===== src/rtl/mem_stream_reader_pkg.sv =====
// Shared types and constants for the memory stream reader.
// Holds the FSM encoding, memory geometry and read-latency constants.
package mem_stream_reader_pkg;

    localparam int unsigned MEM_WORDS  = 1024;
    localparam int unsigned RD_LATENCY = 1;

    typedef enum logic [1:0] {
        ST_IDLE  = 2'd0,
        ST_READ  = 2'd1,
        ST_DRAIN = 2'd2
    } state_e;

    // Width of an occupancy counter able to hold 0..depth inclusive.
    function automatic int unsigned cnt_width(input int unsigned depth);
        return $clog2(depth) + 1;
    endfunction

endpackage


===== src/rtl/mem_stream_reader_sync_fifo.sv =====
// Synchronous show-ahead FIFO with occupancy count.
// Push and pop may coincide; a pop on an empty FIFO is ignored.
module sync_fifo
    import mem_stream_reader_pkg::*;
#(
    parameter int unsigned WIDTH = 33,
    parameter int unsigned DEPTH = 4
) (
    input  logic                        clk,
    input  logic                        reset,
    input  logic                        push_i,
    input  logic [WIDTH-1:0]            push_data_i,
    input  logic                        pop_i,
    output logic [WIDTH-1:0]            head_o,
    output logic [cnt_width(DEPTH)-1:0] count_o
);

    localparam int unsigned PTR_W = $clog2(DEPTH);
    localparam int unsigned CNT_W = cnt_width(DEPTH);

    logic [WIDTH-1:0] mem_q [DEPTH];
    logic [PTR_W-1:0] wr_ptr_q;
    logic [PTR_W-1:0] rd_ptr_q;
    logic [CNT_W-1:0] count_q;
    logic             do_push_c;
    logic             do_pop_c;

    always_comb begin
        do_pop_c  = pop_i && (count_q != '0);
        do_push_c = push_i && ((count_q != CNT_W'(DEPTH)) || do_pop_c);
    end

    always_ff @(posedge clk or posedge reset) begin
        if (reset) begin
            for (int i = 0; i < int'(DEPTH); i++) begin
                mem_q[i] <= '0;
            end
            wr_ptr_q <= '0;
            rd_ptr_q <= '0;
            count_q  <= '0;
        end else begin
            if (do_push_c) begin
                mem_q[wr_ptr_q] <= push_data_i;
                wr_ptr_q        <= wr_ptr_q + PTR_W'(1);
            end
            if (do_pop_c) begin
                rd_ptr_q <= rd_ptr_q + PTR_W'(1);
            end
            case ({do_push_c, do_pop_c})
                2'b10:   count_q <= count_q + CNT_W'(1);
                2'b01:   count_q <= count_q - CNT_W'(1);
                default: count_q <= count_q;
            endcase
        end
    end

    assign head_o  = mem_q[rd_ptr_q];
    assign count_o = count_q;

endmodule


===== src/rtl/mem_stream_reader.sv =====
// Avalon-MM read master draining a block of on-chip RAM words into a
// valid/ready stream, with a credit-limited show-ahead output FIFO.
module mem_stream_reader
    import mem_stream_reader_pkg::*;
#(
    parameter int unsigned ADDR_W     = $clog2(MEM_WORDS),
    parameter int unsigned DATA_W     = 32,
    parameter int unsigned FIFO_DEPTH = 4
) (
    input  logic              clk,
    input  logic              reset,
    input  logic              start,
    input  logic [ADDR_W-1:0] base_addr,
    input  logic [ADDR_W:0]   length,
    output logic              busy,
    output logic              done,
    output logic [ADDR_W-1:0] avm_address,
    output logic              avm_chipselect,
    output logic              avm_write,
    output logic [3:0]        avm_byteenable,
    output logic              avm_clken,
    input  logic [DATA_W-1:0] avm_readdata,
    output logic [DATA_W-1:0] out_data,
    output logic              out_valid,
    input  logic              out_ready,
    output logic              out_last
);

    localparam int unsigned LEN_W  = ADDR_W + 1;
    localparam int unsigned CNT_W  = cnt_width(FIFO_DEPTH);
    localparam int unsigned CRD_W  = CNT_W + 1;
    localparam int unsigned WORD_W = DATA_W + 1;

    state_e                state_q, state_d;
    logic                  busy_q, busy_d;
    logic                  done_q, done_d;
    logic                  cs_q, cs_d;
    logic [ADDR_W-1:0]     addr_q, addr_d;
    logic [ADDR_W-1:0]     base_q, base_d;
    logic [LEN_W-1:0]      len_q, len_d;
    logic [LEN_W-1:0]      issued_q, issued_d;
    logic [LEN_W-1:0]      accepted_q, accepted_d;
    logic [RD_LATENCY-1:0] rd_pipe_q, rd_pipe_d;

    logic                  inflight_c;
    logic                  pop_c;
    logic [CRD_W-1:0]      credit_c;
    logic [WORD_W-1:0]     push_word_c;
    logic [WORD_W-1:0]     head_c;
    logic [CNT_W-1:0]      fifo_count_c;

    sync_fifo #(
        .WIDTH (WORD_W),
        .DEPTH (FIFO_DEPTH)
    ) u_fifo (
        .clk         (clk),
        .reset       (reset),
        .push_i      (inflight_c),
        .push_data_i (push_word_c),
        .pop_i       (pop_c),
        .head_o      (head_c),
        .count_o     (fifo_count_c)
    );

    // Words already buffered, still on the bus, or being requested this cycle.
    always_comb begin
        inflight_c  = rd_pipe_q[RD_LATENCY-1];
        pop_c       = out_valid && out_ready;
        credit_c    = CRD_W'(fifo_count_c) + CRD_W'($countones(rd_pipe_q))
                    + CRD_W'(cs_q) - CRD_W'(pop_c);
        push_word_c = {accepted_q == (len_q - LEN_W'(1)), avm_readdata};
    end

    always_comb begin
        state_d    = state_q;
        busy_d     = busy_q;
        done_d     = 1'b0;
        cs_d       = 1'b0;
        addr_d     = addr_q;
        base_d     = base_q;
        len_d      = len_q;
        issued_d   = issued_q;
        accepted_d = inflight_c ? accepted_q + LEN_W'(1) : accepted_q;
        rd_pipe_d  = RD_LATENCY'({rd_pipe_q, cs_q});

        case (state_q)
            ST_IDLE: begin
                if (start) begin
                    base_d     = base_addr;
                    len_d      = length;
                    issued_d   = '0;
                    accepted_d = '0;
                    if (length == '0) begin
                        done_d = 1'b1;
                    end else begin
                        // First read goes out in the cycle right after start.
                        cs_d     = 1'b1;
                        addr_d   = base_addr;
                        issued_d = LEN_W'(1);
                        busy_d   = 1'b1;
                        state_d  = (length == LEN_W'(1)) ? ST_DRAIN : ST_READ;
                    end
                end
            end
            ST_READ: begin
                if (credit_c < CRD_W'(FIFO_DEPTH)) begin
                    cs_d     = 1'b1;
                    addr_d   = base_q + issued_q[ADDR_W-1:0];
                    issued_d = issued_q + LEN_W'(1);
                    if (issued_d == len_q) begin
                        state_d = ST_DRAIN;
                    end
                end
            end
            ST_DRAIN: begin
                if (pop_c && out_last) begin
                    state_d = ST_IDLE;
                    busy_d  = 1'b0;
                    done_d  = 1'b1;
                end
            end
            default: begin
                state_d = ST_IDLE;
                busy_d  = 1'b0;
            end
        endcase
    end

    always_ff @(posedge clk or posedge reset) begin
        if (reset) begin
            state_q    <= ST_IDLE;
            busy_q     <= 1'b0;
            done_q     <= 1'b0;
            cs_q       <= 1'b0;
            addr_q     <= '0;
            base_q     <= '0;
            len_q      <= '0;
            issued_q   <= '0;
            accepted_q <= '0;
            rd_pipe_q  <= '0;
        end else begin
            state_q    <= state_d;
            busy_q     <= busy_d;
            done_q     <= done_d;
            cs_q       <= cs_d;
            addr_q     <= addr_d;
            base_q     <= base_d;
            len_q      <= len_d;
            issued_q   <= issued_d;
            accepted_q <= accepted_d;
            rd_pipe_q  <= rd_pipe_d;
        end
    end

    assign busy           = busy_q;
    assign done           = done_q;
    assign avm_address    = addr_q;
    assign avm_chipselect = cs_q;
    assign avm_write      = 1'b0;
    assign avm_byteenable = 4'hF;
    assign avm_clken      = 1'b1;
    assign out_valid      = (fifo_count_c != '0);
    assign out_data       = head_c[DATA_W-1:0];
    assign out_last       = head_c[DATA_W] && out_valid;

endmodule


===== config.mk =====
export PLATFORM = sky130hd
export DESIGN_NAME = mem_stream_reader
export DESIGN_NICKNAME = d
export VERILOG_FILES = /design/src/rtl/mem_stream_reader_pkg.sv /design/src/rtl/mem_stream_reader_sync_fifo.sv /design/src/rtl/mem_stream_reader.sv
export SDC_FILE = /design/constraint.sdc
export NUM_CORES = 1
export LEC_CHECK = 0
export ABC_AREA = 1
export BUFFER_PORTS_ARGS = -buffer_cell sky130_fd_sc_hd__buf_2
export CORE_MARGIN = 4
export CORE_UTILIZATION = 40
export DETAILED_ROUTE_END_ITERATION = 8
export PLACE_DENSITY = 0.68
export SYNTH_ARGS = -nofsm -noshare
export SYNTH_HDL_FRONTEND = slang
export SYNTH_SLANG_ARGS = --single-unit

===== constraint.sdc =====
create_clock -name clk -period 6.13 [get_ports clk]
set_input_delay 1.226 -clock clk [delete_from_list [all_inputs] [get_ports clk]]
set_output_delay 1.226 -clock clk [all_outputs]
set_load 0.01 [all_outputs]

==> results.ini <==
[outcome]
outcome=completed

[sta]
max_slew.worst_pin.slew_ns=1.138
post-route-period-util_pct=68.44
hold_viol=0
finalSetupViolations=0
whs_ns=0.4671
slew_headroom_pct=24.13
setup_ws_ns=1.935
max_clock_freq_mhz=238.4
post-route-min-period_ns=4.195
setup_tns_ns=0
grt_setup_unrepaired=no
skew_ns=0.02154
drv_slew=0

[critical_path]
worstSetupEndpointType=output port
critical_path_peak_fanout=34
ff2ff_setup_slack_ns=3.28
start_kind=register
r2r_start=u_fifo.rd_ptr_q[1]
worstPathArrival_ns=2.97
rr_worst_depth=12
worstReg2RegEnd=state_q[0]
critPathRequiredTime_ns=4.90
worstSetupPathType=register to output port

[cells_and_area]
fin_nets=1472
drive_gt1_share_pct=13.17
diodes=0
area_growth_pct=11.79

[clocking]
cts-root-buf=clkbuf_16
clkLatencyLatePin_ns=0.44
ctsResizeCount=0
postCtsSetupRepairBufs=0
cts.path.max_buffers=2
cts_sinks=198
ctsHoldBuffers=0
clk_pin_slew_ns=0.08
cts_max_level=4
cts_tree=built
cts_made_buffers=17

[drt]
ant_nets=0
wl_per_cell_um=15.00
drt_pass1_iterations=8
vias_per_cell=5.051
route.detailed.drc=0
initialDrtViolationCount=746
wl_mm=26.02
detailroute.via_count=8764

[logic_synthesis]
synthTopCellsByCount=nand2_1 (551), dfrtp_1 (198), o21ai_0 (111)
synth.most_common_cell=nand2_1
yosys.area.top_type_share_pct=48.28
yosysTopAreaCell=dfrtp_1
seq_area_frac_synth_pct=48.28
synth_async_sr_flop_share_pct=100.0
yosysWarningCount=0
ys_types=44
ys_top_cells_by_area=dfrtp_1 (48%), nand2_1 (20%), o21ai_0 (5.4%)
syn_avg_cell_area_um2=7.745
syn-cell-area_um2=10260
ys.flop_type=dfrtp_1
synth-edff-count=0
synthesis.instances=1325
ys_ff_latch=198

[pwr]
p_leak_nw=6.000
pwr_density_cell_nw_per_um2=524.1
clkPwrFrac_pct=18.9
irDropWorstVdd_mv=0.2379
intPower_w=0.003337
seq_power_share_pct=37.1
power.switching_w=0.002675
combPwrFrac_pct=44.0
switching_share_pct=44.49

[global_routing]
grt_use_total_pct=18.76
antenna_found_initial=1
grt_pass1_wl_mm=43.81
grt_overflow=0
grt_max_degree=182
grt_pass1_vias=8586

[worst_hold_path]
hold_depth=0
holdPathEnd=inflight_c
worstHoldPathType=register to register
hold_path.startpoint=avm_chipselect

[die]
core_um2=25180
die_area_um2=28280
die_h_um=168.2
start_util_pct=40.75
die_w_um=168.2
pin_count=110
fp-row-count=58

[flow_run]
maxCapViolCount=0

[placement]
finalWeightedCongestion=0.8230
dp_hpwl_mm=16.02
portBuffers=103
place_ws_ns=2.382

-- layer usage --
metal	global-route usage (%)	share of wire, %	vias to the layer above
met5	0	0.050	-
met3	2.888	5.1	32
li1	-	-	4322
met2	31.59	47	232
met1	25.42	46	4176
met4	5.011	1.5	2
-- sequential cells by signal, summed over array words and instances, names as in the netlist, 2 cells and up --
signal	count
accepted_q	11
avm_address	10
base_q	10
issued_q	11
len_q	11
state_q	2
u_fifo.count_o	3
u_fifo.mem_q	132
u_fifo.rd_ptr_q	2
u_fifo.wr_ptr_q	2
-- power by group through the flow --
stage	combinational (W)	sequential [W]	clock, W
finish	0.00265	0.00223	0.00114
global route	0.00301	0.00230	0.00122
CTS	0.00267	0.00222	0.00116
detailed placement	0.00265	0.00224	0
global placement	0.00259	0.00222	0
floorplan	0.00197	0.00214	0
-- metrics by stage --
stage / instance area (um2) / utilization [%] / instances / power, W
floorplan: 10280 / - / 1329 / 0.004114
global placement: 10870 / 43.15 / 1703 / 0.004815
detailed placement: 10870 / 43.15 / 1703 / 0.004888
CTS: 11470 / 45.56 / 1735 / 0.006047
global route: 11470 / 45.56 / 1735 / 0.006532
finish: 11470 / 45.56 / 1735 / 0.006013
-- placed cells by master, fill, tap and decap left out, drive strengths merged --
cell type	Yosys	layout
clkinvlp	0	2
o211ai	2	2
clkbuf	26	17
xnor3	1	1
o21ai	115	115
buf	35	105
a211oi	1	1
conb	2	6
a31oi	5	5
o21bai	2	2
o22ai	33	33
clkinv	6	14
nand4	15	15
nand2	564	564
nand3	40	40
fa	2	2
nor2	120	120
xor2	22	22
xnor2	8	8
nor3	8	8
a21oi	17	17
a21boi	1	1
inv	78	83
o32ai	1	1
dfrtp	198	198
nor4	1	1
ha	21	21
or2	1	1
-- worst max path at each step --
stage | from | to | slack (ns) | cells after the start
finish | u_fifo.rd_ptr_q[1] | out_last | 1.93 | 5
floorplan | reset | accepted_q[0] | 2.34 | 1
global route | u_fifo.rd_ptr_q[1] | out_last | 1.76 | 5
global placement | u_fifo.rd_ptr_q[1] | out_last | 2.42 | 5
detailed placement | u_fifo.rd_ptr_q[1] | out_last | 2.38 | 5
CTS | u_fifo.rd_ptr_q[1] | out_last | 1.92 | 5
-- final cells by class --
class / count / area, um2
fillers: 2474 / 13710
flip-flops and latches: 198 / 4956
multi-input cells: 986 / 4631
repair buffers: 105 / 543.0
clock buffers: 17 / 425.4
well taps: 330 / 412.9
inverters: 84 / 324.1
clock inverters: 15 / 180.2
-- kinds of logic (layout without fill, tap and decap cells) --
| family | count (synthesis) | after routing | synth area share, % |
|---|---|---|---|
| fa+ha+maj | 23 | 23 | 2.950 |
| other cells | 2 | 6 | 0.07318 |
| simple gates | 749 | 749 | 29.60 |
| xor+xnor | 31 | 31 | 2.780 |
| buf+inv | 145 | 221 | 6.742 |
| compound gates | 177 | 177 | 9.571 |
| flops | 198 | 198 | 48.28 |
-- critical path, cell delays in order, from the launching register on --
cell and delay [ns]:
dfrtp_1 1.10, inv_2 0.60, nor2_1 0.21, o21ai_0 0.11, a21boi_0 0.31, buf_2 0.19
Power figures use the tool's default switching activity.
